$ cat src/rtl/spi_shift_engine.sv
`timescale 1ns/1ps
// ---------------------------------------------------------------------------
// spi_shift_engine
//   SPI data-path shifter with runtime clock phase (cpha) and bit order
//   (lsbfe). The SPI controller supplies SCK edge strobes. The register file
//   drives the SPDR write path and reads the receive buffer.
//   One shift register carries both directions. The outgoing bit is taken
//   from one end and the incoming bit enters at the other end, so after
//   DWIDTH samples the register holds exactly the received word.
//
// Ports
//   Shift_clk   system clock (rising edge)
//   rst         asynchronous reset, active-low
//   lead_edge   SCK leading-edge strobe (one cycle)
//   trail_edge  SCK trailing-edge strobe (one cycle)
//   start       begin a transfer from the TX holding register
//   cpha        0: sample on leading / shift on trailing, 1: the opposite
//   lsbfe       1: LSB first, 0: MSB first
//   SPDR_wr_en  write SPDR_in into the TX holding register
//   SPDR_in     TX data
//   Data_in     serial input (MISO)
//   spif_clr    clear spif
//   wcol_clr    clear wcol
//   Data_out    serial output (MOSI)
//   SPDR_out    receive buffer, last completed word
//   busy        transfer in progress
//   done        one-cycle completion pulse
//   spif        sticky transfer-complete flag
//   wcol        sticky write-collision flag
// ---------------------------------------------------------------------------
module spi_shift_engine #(
  parameter int   DWIDTH    = 8,
  parameter logic IDLE_MOSI = 1'b0
) (
  input  logic              Shift_clk,
  input  logic              rst,
  input  logic              lead_edge,
  input  logic              trail_edge,
  input  logic              start,
  input  logic              cpha,
  input  logic              lsbfe,
  input  logic              SPDR_wr_en,
  input  logic [DWIDTH-1:0] SPDR_in,
  input  logic              Data_in,
  input  logic              spif_clr,
  input  logic              wcol_clr,
  output logic              Data_out,
  output logic [DWIDTH-1:0] SPDR_out,
  output logic              busy,
  output logic              done,
  output logic              spif,
  output logic              wcol
);

  localparam int CW = $clog2(DWIDTH + 1);

  typedef enum logic [1:0] {
    ST_IDLE = 2'd0,
    ST_XFER = 2'd1,
    ST_CMPL = 2'd2
  } state_t;

  state_t            r_state;
  logic [DWIDTH-1:0] r_tx_hold;
  logic [DWIDTH-1:0] r_shift;
  logic [CW-1:0]     r_cnt;
  logic              r_cpha;
  logic              r_lsbfe;
  logic              r_data_out;
  logic [DWIDTH-1:0] r_spdr_out;
  logic              r_busy;
  logic              r_done;
  logic              r_spif;
  logic              r_wcol;

  logic              w_sample;
  logic              w_shift;
  logic [DWIDTH-1:0] w_shift_next;
  logic              w_tx_bit;
  logic              w_last;
  logic [DWIDTH-1:0] w_load;
  logic              w_first_bit;

  // When both strobes arrive in one cycle the leading edge takes priority.
  // The trailing strobe is therefore masked off whenever lead_edge is high.
  assign w_sample = r_cpha ? (trail_edge & ~lead_edge) : lead_edge;
  assign w_shift  = r_cpha ? lead_edge : (trail_edge & ~lead_edge);

  // The received bit enters at the end opposite to the end the TX bit leaves from.
  assign w_shift_next = r_lsbfe ? {Data_in, r_shift[DWIDTH-1:1]}
                                : {r_shift[DWIDTH-2:0], Data_in};
  assign w_tx_bit     = r_lsbfe ? r_shift[0] : r_shift[DWIDTH-1];
  assign w_last       = (r_cnt == CW'(DWIDTH - 1));

  // A write in the same cycle as start supplies the word directly.
  assign w_load      = SPDR_wr_en ? SPDR_in : r_tx_hold;
  assign w_first_bit = lsbfe ? w_load[0] : w_load[DWIDTH-1];

  // Transfer FSM together with its datapath, the flags and the registered outputs
  always_ff @(posedge Shift_clk or negedge rst) begin
    if (!rst) begin
      r_state    <= ST_IDLE;
      r_tx_hold  <= '0;
      r_shift    <= '0;
      r_cnt      <= '0;
      r_cpha     <= 1'b0;
      r_lsbfe    <= 1'b0;
      r_data_out <= IDLE_MOSI;
      r_spdr_out <= '0;
      r_busy     <= 1'b0;
      r_done     <= 1'b0;
      r_spif     <= 1'b0;
      r_wcol     <= 1'b0;
    end else begin
      r_done <= 1'b0;
      // A clear only takes effect when no set event occurs in the same cycle.
      r_spif <= r_spif & ~spif_clr;
      r_wcol <= (r_wcol & ~wcol_clr) | (SPDR_wr_en & r_busy);

      case (r_state)
        ST_IDLE: begin
          if (SPDR_wr_en) begin
            r_tx_hold <= SPDR_in;
          end
          if (start) begin
            r_shift <= w_load;
            r_cpha  <= cpha;
            r_lsbfe <= lsbfe;
            r_cnt   <= '0;
            r_busy  <= 1'b1;
            r_state <= ST_XFER;
            // With cpha=0 the first bit must be on the line before the first sample edge.
            if (!cpha) begin
              r_data_out <= w_first_bit;
            end
          end
        end

        ST_XFER: begin
          if (w_sample) begin
            r_shift <= w_shift_next;
            r_cnt   <= r_cnt + CW'(1);
            if (w_last) begin
              r_state    <= ST_CMPL;
              r_spdr_out <= w_shift_next;
              r_done     <= 1'b1;
              r_spif     <= 1'b1;
            end
          end else if (w_shift) begin
            r_data_out <= w_tx_bit;
          end
        end

        ST_CMPL: begin
          r_busy     <= 1'b0;
          r_data_out <= IDLE_MOSI;
          r_state    <= ST_IDLE;
        end

        default: begin
          r_busy     <= 1'b0;
          r_data_out <= IDLE_MOSI;
          r_state    <= ST_IDLE;
        end
      endcase
    end
  end

  assign Data_out = r_data_out;
  assign SPDR_out = r_spdr_out;
  assign busy     = r_busy;
  assign done     = r_done;
  assign spif     = r_spif;
  assign wcol     = r_wcol;

endmodule

$ cat config.mk
export PLATFORM = sky130hd
export DESIGN_NAME = spi_shift_engine
export DESIGN_NICKNAME = d
export VERILOG_FILES = /design/src/rtl/spi_shift_engine.sv
export SDC_FILE = /design/constraint.sdc
export NUM_CORES = 1
export LEC_CHECK = 0
export CORE_ASPECT_RATIO = 0.7
export CORE_MARGIN = 8
export CORE_UTILIZATION = 41
export DETAILED_ROUTE_END_ITERATION = 6
export PLACE_DENSITY_LB_ADDON = 0.2
export SLEW_MARGIN = 0
export SYNTH_ARGS = -nofsm -noshare
export SYNTH_HDL_FRONTEND = slang
export SYNTH_SLANG_ARGS = --single-unit
$ cat constraint.sdc
create_clock -name Shift_clk -period 3.05 [get_ports Shift_clk]
set_input_delay 0.61 -clock Shift_clk [delete_from_list [all_inputs] [get_ports Shift_clk]]
set_output_delay 0.61 -clock Shift_clk [all_outputs]
set_load 0.1 [all_outputs]
### Yosys cells after proc, flatten, opt, wreduce, memory -nomap -nowiden

Cells that the tools add are included.

* add/sub/neg operators: 1
* multipliers: 0
* div/mod/pow operators: 0
* order comparisons: 0
* eq/ne operators: 8
* shift operators: 0
* mux-type cells: 29
* bitwise logic cells: 9
* reduce and logical (&&, ||, !) cells: 8

Operators with widths (count)
* 8-bit 2-to-1 mux: 4
* 8-bit case mux with 2 select lines: 1
* 1-bit 2-to-1 mux: 15
* 2-bit != test (second input constant): 6
* 3-bit AND reduction: 3
* 4-bit 2-to-1 mux: 2
* 4-bit case mux with 2 select lines: 1
* 2-bit 2-to-1 mux: 3
* 4-bit by 1-bit adder with 4-bit output (second input constant): 1
* 1-bit AND: 4
* 4-bit by 3-bit equality test with 1-bit output (second input constant): 1
* 1-bit NOT: 4
* 1-bit case mux with 2 select lines: 2
* 2-bit case mux with 2 select lines: 1
* 2-bit AND reduction: 2
* 4-bit AND reduction: 1
* 2-bit by 1-bit equality test with 1-bit output (second input constant): 1
* 2-bit logical NOT: 1
* 2-bit nonzero test: 1
* 1-bit bitwise OR: 1

* register bits after elaboration: 37
* bits in latches: 0
* RAM bits: 0
* memory bits (read-only): 0
* input port bits: 19
* output and inout bits: 13
* logic and storage cells: 67
* memories kept: 0

### Depth between registers and ports, before layout

* depth in word-level cells: 6
* depth in mapped cells: 5
* mapped depth without buffers: 5

### Worst setup path after synthesis

Ideal clock, no wire load.

* path kind: input -> register
* from: in lead_edge
* to: reg r_shift[1]
* setup time: 0.128 ns
* arrival time: 1.671 ns
* data required time: 2.922 ns
* setup slack: 1.251 ns
* stages: 4
* path buffers: 1
* path through: nand3b_1 > a31oi_2 > buf_4 > mux2_1

* longest elaborated chain between the ends: 5

Ends and longest elaborated chain
* from (decl): RTL line 37 `input logic lead_edge,`
* 1-bit NOT: RTL line 86 `assign w_sample = r_cpha ? (trail_edge & ~lead_edge) : lead_edge;`
* 1-bit AND: RTL line 86
* 1-bit 2-to-1 mux (*): RTL line 86
* 2-bit != test (no source line) (*)
* 3-bit AND reduction (no source line) (*)
* to (signal assigned): RTL line 126 `r_shift <= w_load;`
* to (signal assigned): RTL line 141 `r_shift <= w_shift_next;`
* to (decl): RTL line 65 `logic [DWIDTH-1:0] r_shift;`

Mark *: on every way between the ends. The rest lies on a longest branch, timed or not.
A chain may end at the register's enable or synchronous reset.

### Worst setup path in the final report

* from: in lead_edge
* to: reg r_shift[0]

Same word-level chain as after synthesis.

==> impl_metrics.tcl <==
set metrics [dict create \
    outcome "finished, final reports clean" \
    syn_area_per_cell_um2 11.3 \
    wl_mm 3.76 \
    chipWidth_um 95.2 \
    crit_slowest_cell "a31oi_2" \
    swShare_pct 47.5 \
    die_area_mm2 0.00680 \
    cp-end-kind "flip-flop" \
    synth_edf_count 0 \
    hold_ws_ps 480 \
    ys_ff_latch 37 \
    maxSlewHeadroom_pct 53.9 \
    synth_cell_types 33 \
    path_delay_family "compound AO/OA/AOI/OAI gates" \
    post_cts_buffers 0 \
    drive_gt1_share_pct 16.6 \
    wire_per_inst_um 15.2 \
    synth_area_leaders "dfrtp_1 (51%), mux2i_1 (8.3%), mux2_1 (6.3%)" \
    initial_core_util_pct 42.0 \
    via_per_inst 5.27 \
    yosysMostFrequentCell "dfrtp_1" \
    grt_max_degree 38 \
    antenna_found_initial 0 \
    cts_tree "yes" \
    syn_nets 179 \
    syn_inst 159 \
    grt_overflow 0 \
    path_buf_inv 1 \
    drv_cap 0 \
    area_growth_syn_to_layout_pct 24.3 \
    layout.nets 212 \
    h-tree-depth 2 \
    vias 1308 \
    first_global_vias 1386 \
    worstHoldPathType "reg -> reg" \
    post-synth-top-area-cell "dfrtp_1" \
    internal_power_uw 1460 \
    cts-root-buf "clkbuf_8" \
    die_y_um 71.4 \
    hold_buffers 0 \
    route.detailed.drc 0 \
    clk_path_buf_depth 2 \
    slowest_delay_ps 660 \
    drt_pass1_iterations 4 \
    p_leak_uw 0.000979 \
    ys_seq_area_share_pct 51.5 \
    async_flop_share_pct 100 \
    rsz0062_at_grt "no" \
    power_frac_comb_pct 51.6 \
    core_mm2 0.00428 \
    num_antenna_cells 0 \
    p_per_area_mw_per_mm2 1240 \
    synth_commonest_cells "dfrtp_1 (37), a21oi_1 (20), mux2i_1 (15), nor2_1 (15), mux2_1 (10)" \
    drtIter0Drc 70 \
    dpl.cell_count 240 \
    fin_skew_ps 5.19 \
    netlist.area_leader.share_pct 51.5 \
    syn_area_mm2 0.00180 \
    worstPathArrival_ps 2450 \
    fillCellCount 384 \
    gp_congestion 0.798 \
    hold_violations 0 \
    period_needed_ps 2270 \
    ios 32 \
    ys.flop_type "dfrtp_1" \
    row_count 20 \
    cp.required_ps 3230 \
    setup_viol 0 \
    tns_ps 0 \
    worst_pin_slew_ps 690 \
    crit_fanout 13 \
    cts_buffers 5 \
    grt_pass1_wl_mm 6.47 \
    path_cells "clkdlybuf4s50_1 -> nand3b_1 -> a31oi_2 -> mux2_2" \
    cp-start-kind "input port" \
    drtAntennaViolNets 0 \
    yosys_warnings 0 \
    power.total_uw 2780 \
    cts.clk_slew.worst_paths_ps 70 \
    finalNonFillerCells 248 \
    seq_power_share_pct 32.5 \
    cts_resized 0 \
    port_buffers 31 \
    dp_hpwl_mm 2.88 \
    clockPowerShare_pct 15.8 \
    critPathKind "in -> reg" \
    timing.final.max_slew_violations 0 \
    ir_drop_mv 0.757 \
    grt_usage_pct 12.1 \
    p_switching_uw 1320 \
    fmax_mhz 440 \
    finalCritPeriodShare_pct 74.5 \
    cts.sinks 37 \
    clk-insertion-delay-late_ps 290 \
]
## registers in the layout, summed over array words and instances (netlist names), 2 cells and up
| name | count |
|---|---|
| SPDR_out | 8 |
| r_cnt | 4 |
| r_shift | 8 |
| r_state | 2 |
| r_tx_hold | 8 |
## power by group through the flow
| stage | combinational, uW | clock, uW | sequential, uW |
|---|---|---|---|
| after floorplan | 638 | 0 | 1400 |
| after global placement | 1410 | 0 | 898 |
| after detailed placement | 1450 | 0 | 914 |
| after CTS | 1450 | 453 | 905 |
| after global routing | 1530 | 478 | 939 |
| final | 1440 | 439 | 905 |
## layout by cell type (no fill, tap or decap), types with 2 or more instances in the layout
cell             instances
clkbuf_8                 6
nand3_1                  3
nor2b_1                  6
dfrtp_1                 37
buf_4                   15
clkdlybuf4s50_1         18
mux2_2                   6
o21ai_1                  3
o21ai_0                  2
nand2b_1                 3
nor2_1                  15
nand2_1                  7
a211oi_1                 6
mux2i_1                 15
mux2_1                  10
a21oi_1                 20
inv_1                    4
## metal layers
layer	global-route usage, %	share of wire, %	vias up	routed length (um)
li1	-	-	631	-
met1	15.8	49	634	1830
met2	17.6	42	37	1580
met3	5.01	8.0	6	301
met4	3.97	1.3	0	48
met5	0	0	-	0
## logic make-up (layout without fill, tap and decap cells)
| kind of cell | Yosys count | count (layout) | share of synthesized area (%) |
|---|---|---|---|
| AO/OA/AOI/OAI | 40 | 40 | 14.8 |
| AND/OR/NAND/NOR | 38 | 38 | 10.2 |
| flip-flops | 37 | 37 | 51.5 |
| multiplexers | 32 | 32 | 19.6 |
| buffers and inverters | 11 | 45 | 3.27 |
| adder cells (fa/ha/maj) | 1 | 1 | 0.695 |
## stage by stage
stage          cell area (um2)  util, %  setup WS [ps]
2_1_floorplan             1800        -           1250
6_report                  2240     52.3            777
4_1_cts                   2240     52.3            785
3_3_place_gp              2120     49.5            531
3_5_place_dp              2120     49.5            469
5_1_grt                   2240     52.3            679
## worst register-to-register path, cell delays in order (launching register included)
cell	delay (ps)
dfrtp_1	430
nand2b_1	270
a31oi_2	640
mux2_2	410
## area by class of cell
cell class	instances	area (um2)	share of cell area, %
clock inverter	2	37.5	1.68
clock buffer	6	82.6	3.69
tap	55	68.8	3.08
inverter	4	15.0	0.671
multi-input combinational	111	815	36.4
timing repair buffer	33	293	13.1
sequential	37	926	41.4
## path summary, 6_finish.rpt
path | to | startpoint | depth (start not counted) | slack, ps
max in group asynchronous | busy | rst | 2 | 1980
setup / recovery | r_shift[0] | lead_edge | 4 | 780
hold reg to reg | r_tx_hold[2] | r_tx_hold[2] | 1 | 480
setup reg to reg | r_shift[0] | r_cpha | 3 | 1200
hold / removal | r_tx_hold[2] | r_tx_hold[2] | 1 | 480
min in group asynchronous | spif | rst | 2 | 730
(Power assumes the default switching activity.)
